--- src/rtl/pwm_period_meter.sv ---
// Measures high time, low time and period of a slow signal (divider/PWM output)
// in system-clock cycles, and flags a lost signal when a phase overruns the counters.
module pwm_period_meter #(
    parameter int CNT_SIZE = 8
) (
    input  logic                ClkIn,
    input  logic                Reset,
    input  logic                SigIn,
    output logic [CNT_SIZE-1:0] HighTime,
    output logic [CNT_SIZE-1:0] LowTime,
    output logic [CNT_SIZE:0]   Period,
    output logic                MeasValid,
    output logic                NoSignal
);

    typedef enum logic [1:0] {ARM, IDLE, MEAS_HIGH, MEAS_LOW} state_t;

    localparam logic [CNT_SIZE-1:0] CNT_MAX = '1;
    localparam logic [CNT_SIZE-1:0] CNT_ONE = CNT_SIZE'(1);

    state_t              state;
    logic                s1, s2, s3;
    logic [1:0]          pr_cnt;
    logic [CNT_SIZE-1:0] high_cnt;
    logic [CNT_SIZE-1:0] low_cnt;
    logic                rise;
    logic                fall;

    // True when one more increment would leave the measurable range.
    function automatic logic would_overflow(input logic [CNT_SIZE-1:0] cnt);
        return cnt == CNT_MAX;
    endfunction

    assign rise = s2 & ~s3;
    assign fall = ~s2 & s3;

    always_ff @(posedge ClkIn or posedge Reset) begin
        if (Reset) begin
            s1        <= 1'b0;
            s2        <= 1'b0;
            s3        <= 1'b0;
            state     <= ARM;
            pr_cnt    <= 2'd0;
            high_cnt  <= '0;
            low_cnt   <= '0;
            HighTime  <= '0;
            LowTime   <= '0;
            Period    <= '0;
            MeasValid <= 1'b0;
            NoSignal  <= 1'b0;
        end else begin
            s1        <= SigIn;
            s2        <= s1;
            s3        <= s2;
            MeasValid <= 1'b0;
            case (state)
                // Wait until the synchronizer holds real samples and the input is low,
                // so the reset-induced 0->1 step on a high input is never taken as a rise.
                ARM: begin
                    if (pr_cnt != 2'd3) begin
                        pr_cnt <= pr_cnt + 2'd1;
                    end else if (!s3) begin
                        state <= IDLE;
                    end
                end
                IDLE: begin
                    if (rise) begin
                        high_cnt <= CNT_ONE;
                        state    <= MEAS_HIGH;
                    end
                end
                MEAS_HIGH: begin
                    if (fall) begin
                        low_cnt <= CNT_ONE;
                        state   <= MEAS_LOW;
                    end else if (would_overflow(high_cnt)) begin
                        NoSignal <= 1'b1;
                        high_cnt <= '0;
                        low_cnt  <= '0;
                        state    <= IDLE;
                    end else begin
                        high_cnt <= high_cnt + CNT_ONE;
                    end
                end
                MEAS_LOW: begin
                    if (rise) begin
                        HighTime  <= high_cnt;
                        LowTime   <= low_cnt;
                        Period    <= (CNT_SIZE+1)'(high_cnt) + (CNT_SIZE+1)'(low_cnt);
                        MeasValid <= 1'b1;
                        NoSignal  <= 1'b0;
                        high_cnt  <= CNT_ONE;
                        state     <= MEAS_HIGH;
                    end else if (would_overflow(low_cnt)) begin
                        NoSignal <= 1'b1;
                        high_cnt <= '0;
                        low_cnt  <= '0;
                        state    <= IDLE;
                    end else begin
                        low_cnt <= low_cnt + CNT_ONE;
                    end
                end
                default: state <= ARM;
            endcase
        end
    end

endmodule

--- config.mk ---
export PLATFORM = sky130hd
export DESIGN_NAME = pwm_period_meter
export DESIGN_NICKNAME = d
export VERILOG_FILES = /design/src/rtl/pwm_period_meter.sv
export SDC_FILE = /design/constraint.sdc
export NUM_CORES = 1
export LEC_CHECK = 0
export ABC_AREA = 1
export BUFFER_PORTS_ARGS = -buffer_cell sky130_fd_sc_hd__buf_2
export CORE_MARGIN = 5
export CORE_UTILIZATION = 40
export DETAILED_ROUTE_END_ITERATION = 8
export GPL_ROUTABILITY_DRIVEN = 0
export PLACE_DENSITY = 0.62
export RECOVER_POWER = 100
export SYNTH_ARGS = -nofsm -noshare
export SYNTH_HDL_FRONTEND = slang
export SYNTH_SLANG_ARGS = --single-unit
--- constraint.sdc ---
create_clock -name ClkIn -period 2.1 [get_ports ClkIn]
set_clock_uncertainty 0.2 [all_clocks]
set_input_delay 0.21 -clock ClkIn [delete_from_list [all_inputs] [get_ports ClkIn]]
set_output_delay 0.21 -clock ClkIn [all_outputs]
set_load 0.02 [all_outputs]
**Yosys cells after proc, flatten, opt, wreduce, memory -nomap -nowiden**

Cells that the tools add are included.

- Add/subtract/negate cells: 4
- Equality and inequality tests: 14
- Multiplexer cells: 26
- Bitwise operators: 4
- Reductions and logical operators: 9

Operators by type and width:

| operator | count |
|---|---|
| 2-to-1 mux 8 bit | 9 |
| one-hot mux 8 bit (3 select lines) | 1 |
| adder 8 x 1 -> 8 bit, second input constant | 2 |
| equality test 8 bit, second input constant | 2 |
| one-hot mux 8 bit (2 select lines) | 1 |
| 2-to-1 mux 2 bit | 7 |
| != test 2 bit, second input constant | 7 |
| adder 8 x 8 -> 9 bit | 1 |
| one-hot mux 2 bit (4 select lines) | 1 |
| AND reduction 4 bit | 2 |
| 2-to-1 mux 1 bit | 6 |
| != test 3 bit, second input constant | 2 |
| AND reduction 5 bit | 1 |
| equality test 2 bit, second input constant | 2 |
| AND reduction 2 bit | 2 |
| AND reduction 3 bit | 1 |
| nonzero test 3 bit | 1 |
| adder 2 x 1 -> 2 bit, second input constant | 1 |
| bitwise AND 1 bit | 2 |
| equality test 2 x 1 -> 1 bit, second input constant | 1 |
| zero test 2 bit | 1 |
| inverter 1 bit | 2 |
| one-hot mux 1 bit (2 select lines) | 1 |
| nonzero test 2 bit | 1 |

- Flip-flop bits (word level): 50
- Input port bits: 3
- Output and inout port bits: 27
- Logic and storage cells: 69

**Logic depth before layout (Yosys ltp)**

Gate-level depths: netlist (run 1).

- Depth after elaboration: 4
- Mapped depth: 10
- Gate-level depth less buffers: 10

**Worst setup path after synthesis (run 1)**

OpenSTA, ideal clock, no wires.

- Path type: flip-flop to flip-flop
- Start point: register low_cnt[0]
- End point: register Period[8]
- Library setup time: 0.126 ns
- Arrival time: 1.329 ns
- Required time: 1.774 ns
- Slack: 0.445 ns
- Stages on the path, launching flop included: 7
- Buffers on the path: 0
- Clock period less this slack: 1.655 ns
- Cells stage by stage: dfrtp_1 > ha_1 > fa_1 > nand3_1 > nand3_1 > nand3_1 > a21oi_1

- Longest elaborated chain between the ends: 1

RTL lines:

| item | RTL line | text |
|---|---|---|
| from (decl) | 25 | `logic [CNT_SIZE-1:0] low_cnt;` |
| from (signal assigned) | 100 | `low_cnt <= low_cnt + CNT_ONE;` |
| adder 8 x 8 -> 9 bit | 89 | `Period <= (CNT_SIZE+1)'(high_cnt) + (CNT_SIZE+1)'(low_cnt);` |
| to (signal assigned) | 89 |  |
| to (decl) | 11 | `output logic [CNT_SIZE:0] Period,` |

Every way passes these cells.
A chain may end at the register's enable or synchronous reset.

**Worst setup path in the final report (run 1)**

- Start point: register high_cnt[1]
- End point: register low_cnt[7]

- Longest elaborated chain between the ends: 3

RTL lines:

| item | RTL line | text |
|---|---|---|
| from (decl) | 24 | `logic [CNT_SIZE-1:0] high_cnt;` |
| from (signal assigned) | 82 | `high_cnt <= high_cnt + CNT_ONE;` |
| equality test 8 bit | 31 | `return cnt == CNT_MAX;` |
| != test 3 bit (no source line) | - |  |
| AND reduction 3 bit (no source line) | - |  |

Every way passes these cells.

==> results.cfg, run 1 <==
[worst_setup_path]
path_delay_family = simple AND/OR/NAND/NOR gates
critPathMaxFanout = 14
critPathArrivalTime_ns = 1.88
cp_slowest_stage_delay_ns = 0.46
slowest_stage = dfrtp_1
worstPathRequired_ns = 2.10
crit_path_end_kind = flip-flop
cp_common_cell = nand2_1
critPathKind = reg2reg
crit_buf_inv = 1
crit_path_start_kind = flip-flop
cp_cell_sequence = ha_1 -> nand2_1 -> nor2_4 -> nand2_2 -> nand3_1 -> nand2_4 -> inv_1 -> nand2_1 -> nand2_1

[clocking]
cts.sinks = 50
cts_root_buffer = clkbuf_8
ctsResizeCount = 0
cts_buffers = 5
cts_buffer_depth = 2
htree_levels = 2
cts_tree = built
clk_pin_slew_ns = 0.09
clock_latency_ns = 0.30

[grt]
grt_max_degree = 29
grt-ovfl-total = 0
grt_pass1_vias = 2088
grt_usage_pct = 14.7
antenna_found_initial = 0
grt_pass1_wl_um = 10200

[timing]
final.setup.worst_slack_ns = 0.217
fmax_mhz = 531
hold_violations = 0
slew_violations = 0
rsz0062_at_grt = no
period_minus_slack_ns = 1.88
worstMarginPinSlew_ns = 0.956
finalSetupTns_ns = 0
setup_violations = 0
relSlewSlack_pct = 36.2
whs_ns = 0.162
timing.final.crit_share_pct = 89.7

[run]
maxCapViolations = 0

[floorplanning]
io_pins = 30
die_y_um = 93.0
core_area_mm2 = 0.00676
die_area_mm2 = 0.00864
rows = 30
start_util_pct = 40.8
die_w_um = 93.0

[power_and_ir_drop]
p_leak_nw = 1.51
power_density_mw_per_mm2 = 944
max-vdd-ir-drop_v = 0.000313
p_total_mw = 2.88

[route]
wire_per_inst_um = 12.6
drc = 0
postRouteAntennaNets = 0
num_vias = 2234
drtIter0Drc = 79
vias_per_cell = 4.84
dr.pass1.iters = 4
wl_um = 5830

[final_layout]
nNetsFinal = 396
syn_to_final_growth_pct = 10.7
mostFrequentLayoutCell = nand2_1
antenna_cells = 0
final_cell_mix = nand2_1, dfrtp_1, inv_1
post-route-util_pct = 45.1
drive_above_1_share_pct = 9.16

[synth]
avgSynthCellArea_um2 = 7.96
ys_top_cells_by_area = dfrtp_1, nand2_1, ha_1
syn_area_mm2 = 0.00275
ys_warn_count = 0
syn_nets = 361
synth_top_area_cell = dfrtp_1
synth.distinct_cells = 31
synth_seq_cells = 50
synth.top_cell.area_share_pct = 45.4
syn_inst = 346
seq_area_frac_synth_pct = 45.4

[placed_design]
dp_hpwl_um = 4360
port_buffers = 29
post-place-ws_ns = 0.286

[min_path]
hold_class = reg2reg

[run_status]
status = completed
==> worst paths after layout <==
check | startpoint | end | slack (ns) | depth (start not counted)
max in group asynchronous | Reset | high_cnt[6] | 0.57 | 4
min reg2reg | s1 | s2 | 0.16 | 0
max | high_cnt[1] | low_cnt[7] | 0.22 | 9
max reg2reg | high_cnt[1] | low_cnt[7] | 0.22 | 9
min in group asynchronous | Reset | LowTime[1] | 0.46 | 3
min | s1 | s2 | 0.16 | 0
==> sequential cells by signal (all words and copies together), names as in the netlist <==
name and flops:
HighTime 8, Period 9, NoSignal 1, MeasValid 1, low_cnt 8, s3 1, pr_cnt 2, s2 1
state 2, LowTime 8, s1 1, high_cnt 8
==> routing by layer <==
layer | track usage [%] | routed length, um | vias to the layer above
met5 | 0 | 0 | -
met1 | 19.8 | 2840 | 1015
li1 | - | - | 1180
met2 | 24.0 | 2740 | 34
met3 | 2.90 | 178 | 5
met4 | 4.03 | 63 | 0
==> report_power, final <==
| group | internal, mW | switching (mW) |
|---|---|---|
| sequential | 1.11 | 0.113 |
| clock | 0.357 | 0.318 |
| combinational | 0.296 | 0.684 |
==> what timing repair did <==
item | in CTS | in global routing
setup buffers | 0 | 0
hold buffers | 2 | 0
hold endpoints to repair | 23 | 0
==> Yosys cell counts <==
cell type / count
a211oi_1: 1
a21oi_1: 4
a31oi_1: 2
buf_2: 3
buf_6: 3
clkbuf_1: 1
clkinv_4: 1
dfrtp_1: 50
fa_1: 1
ha_1: 11
inv_1: 32
inv_2: 2
inv_4: 1
mux2_2: 1
nand2_1: 123
nand2_2: 5
nand2_4: 2
nand3_1: 24
nand3_2: 1
nand3b_1: 5
nand3b_4: 1
nand4_1: 7
nor2_1: 23
nor2_2: 3
nor2_4: 1
o21ai_0: 20
o21ai_1: 4
o21ai_2: 8
or2_2: 3
xnor2_1: 2
xor2_1: 1
==> kinds of logic after synthesis <==
family,count (synthesis),synth area share (%)
buffers and inverters,43,7.09
adders and majority gates,12,5.72
DFF,50,45.4
xor gates and xnor gates,3,0.954
and+or+nand+nor,198,32.0
muxes,1,0.409
AOI/OAI and AO/OA,39,8.36
==> through the flow <==
stage                     cell area (um2)  cells
after floorplan                      2750    346
after global placement               2990    452
after detailed placement             2990    452
after CTS                            3120    462
after global routing                 3050    462
final                                3050    462
==> cell type report <==
cell class / count / area, um2
Fill cell: 711 / 3710
Inverter: 36 / 143
Multi-Input combinational cell: 253 / 1280
Sequential cell: 50 / 1250
Timing Repair Buffer: 35 / 171
Clock inverter: 1 / 30.0
Tap cell: 80 / 100
Clock buffer: 7 / 76.3
==> worst reg2reg max path: cells and delay by family, from the launching register on <==
family                   cells  cell delay (ns)
adder cells (fa/ha/maj)      1             0.22
flip-flops                   1             0.46
buffers and inverters        1             0.10
AND/OR/NAND/NOR              7             0.81
(Power assumes the default switching activity.)
==> inputs of run 2 (changes only) <==
--- a/config.mk
+++ b/config.mk
@@ -8,10 +8,10 @@
 export ABC_AREA = 1
 export BUFFER_PORTS_ARGS = -buffer_cell sky130_fd_sc_hd__buf_2
 export CORE_MARGIN = 5
-export CORE_UTILIZATION = 40
+export CORE_UTILIZATION = 52
 export DETAILED_ROUTE_END_ITERATION = 8
 export GPL_ROUTABILITY_DRIVEN = 0
-export PLACE_DENSITY = 0.62
+export PLACE_DENSITY = 0.76
 export RECOVER_POWER = 100
 export SYNTH_ARGS = -nofsm -noshare
 export SYNTH_HDL_FRONTEND = slang
==> results.cfg, run 2 (synthesis gave the netlist of run 1 again) <==
[run_status]
status = completed

[worst_setup_path]
path_delay_family = simple AND/OR/NAND/NOR gates
cp_common_cell = nand2_1
crit_cells = 8
cp_cell_sequence = ha_1 -> nand2_1 -> nor2_4 -> nand2_1 -> o21ai_0 -> nand2_1 -> nand2_1 -> nand2_1
critPathKind = reg2reg
rr_worst_depth = 8
cp_slowest_stage_delay_ns = 0.47
worstPathRequired_ns = 2.10
crit_path_end_kind = flip-flop
critPathArrivalTime_ns = 1.92
slowest_stage = dfrtp_1
crit_buf_inv = 0
critPathMaxFanout = 6
crit_path_start_kind = flip-flop

[min_path]
hold_class = reg2reg
holdPathStages = 0

[grt]
grt_pass1_wl_um = 9560
grt_max_degree = 51
grt_usage_pct = 18.5
grt-ovfl-total = 0
antenna_found_initial = 0
grt_pass1_vias = 2090

[power_and_ir_drop]
power_density_mw_per_mm2 = 929
intPower_mw = 1.68
p_sw_share_pct = 39.9
p_total_mw = 2.79
p_sw_mw = 1.12
power_frac_comb_pct = 35.2
seq_power_share_pct = 44.0
max-vdd-ir-drop_v = 0.000528
p_leak_nw = 1.50
clkPwrFrac_pct = 20.8

[final_layout]
regMostFlops = Period
drive_above_1_share_pct = 8.92
final_cell_mix = nand2_1, dfrtp_1, inv_1
mostFrequentLayoutCell = nand2_1
post-route-cell-area_mm2 = 0.00301
syn_to_final_growth_pct = 9.27
antenna_cells = 0
nNetsFinal = 395
largest_reg_flops = 9

[clocking]
post_cts_buffers = 0
cts_buffers = 5
cts.sinks = 50
cts_root_buffer = clkbuf_8
clock_latency_ns = 0.30
htree_levels = 2
clk_pin_slew_ns = 0.09
cts_buffer_depth = 2
cts_tree = built

[floorplanning]
start_util_pct = 53.6
core_area_mm2 = 0.00514
die_y_um = 82.8
die_area_mm2 = 0.00685
rows = 26
die_w_um = 82.8
io_pins = 30

[run]
maxCapViolations = 0

[route]
wl_um = 5680
drc = 0
num_vias = 2285
drtIter0Drc = 187
vias_per_cell = 5.07
wire_per_inst_um = 12.6
postRouteAntennaNets = 0
dr.pass1.iters = 4

[timing]
worstMarginPinSlew_ns = 1.09
rsz0062_at_grt = no
hold_violations = 0
relSlewSlack_pct = 27.7
setup_violations = 0
timing.final.crit_share_pct = 91.5
fmax_mhz = 520
period_minus_slack_ns = 1.92
slew_violations = 0
finalSetupTns_ns = 0

[placed_design]
dp_hpwl_um = 4180
port_buffers = 29
place_area_mm2 = 0.00296
[run 2: layout make-up]
type	instances	area [um2]
fillers	501	2130
multi-input cells	253	1280
flip-flops and latches	50	1250
repair buffers	34	151
inverters	36	143
well taps	70	87.6
clock buffers	7	86.3
clock inverters	1	5.00
[run 2: stage by stage]
step | instances | setup WS (ns) | utilization, % | hold slack [ns]
finish | 451 | 0.178 | 58.5 | 0.165
global route | 451 | 0.0622 | 58.5 | 0.177
detailed placement | 441 | 0.306 | 57.5 | 0.121
CTS | 451 | 0.292 | 59.7 | 0.168
global placement | 441 | 0.331 | 57.5 | 0.119
floorplan | 346 | 0.445 | - | 0.0414
[run 2: routing by layer]
layer	vias to the layer above	wire length (um)	GRT usage (%)	part of all wire, %
met5	-	0	0	0
met4	0	128	7.35	2.3
met3	11	269	3.78	4.7
met2	48	2680	31.5	47
met1	1046	2600	22.9	46
li1	1180	-	-	-
[run 2: worst paths after layout]
| kind | startpoint | endpoint | slack [ns] |
|---|---|---|---|
| worst min-delay path | s1 | s2 | 0.16 |
| worst min register to register | s1 | s2 | 0.16 |
| worst max-delay path | high_cnt[1] | NoSignal | 0.18 |
| worst max register to register | high_cnt[1] | NoSignal | 0.18 |
| min in group asynchronous | Reset | HighTime[3] | 0.59 |
| max in group asynchronous | Reset | low_cnt[0] | 0.43 |
[run 2: timing repair]
item | in CTS | in global routing
hold endpoints to repair | 51 | 0
hold buffers | 2 | 0
resized for setup | 0 | 0
endpoints found under the setup margin | 0 | 0
[run 2: power groups by stage]
stage | combinational (mW) | clock [mW] | sequential, mW
floorplan | 0.710 | 0 | 1.35
global placement | 1.01 | 0 | 1.23
detailed placement | 1.03 | 0 | 1.24
CTS | 1.04 | 0.594 | 1.23
global route | 1.12 | 0.637 | 1.25
finish | 0.984 | 0.580 | 1.23
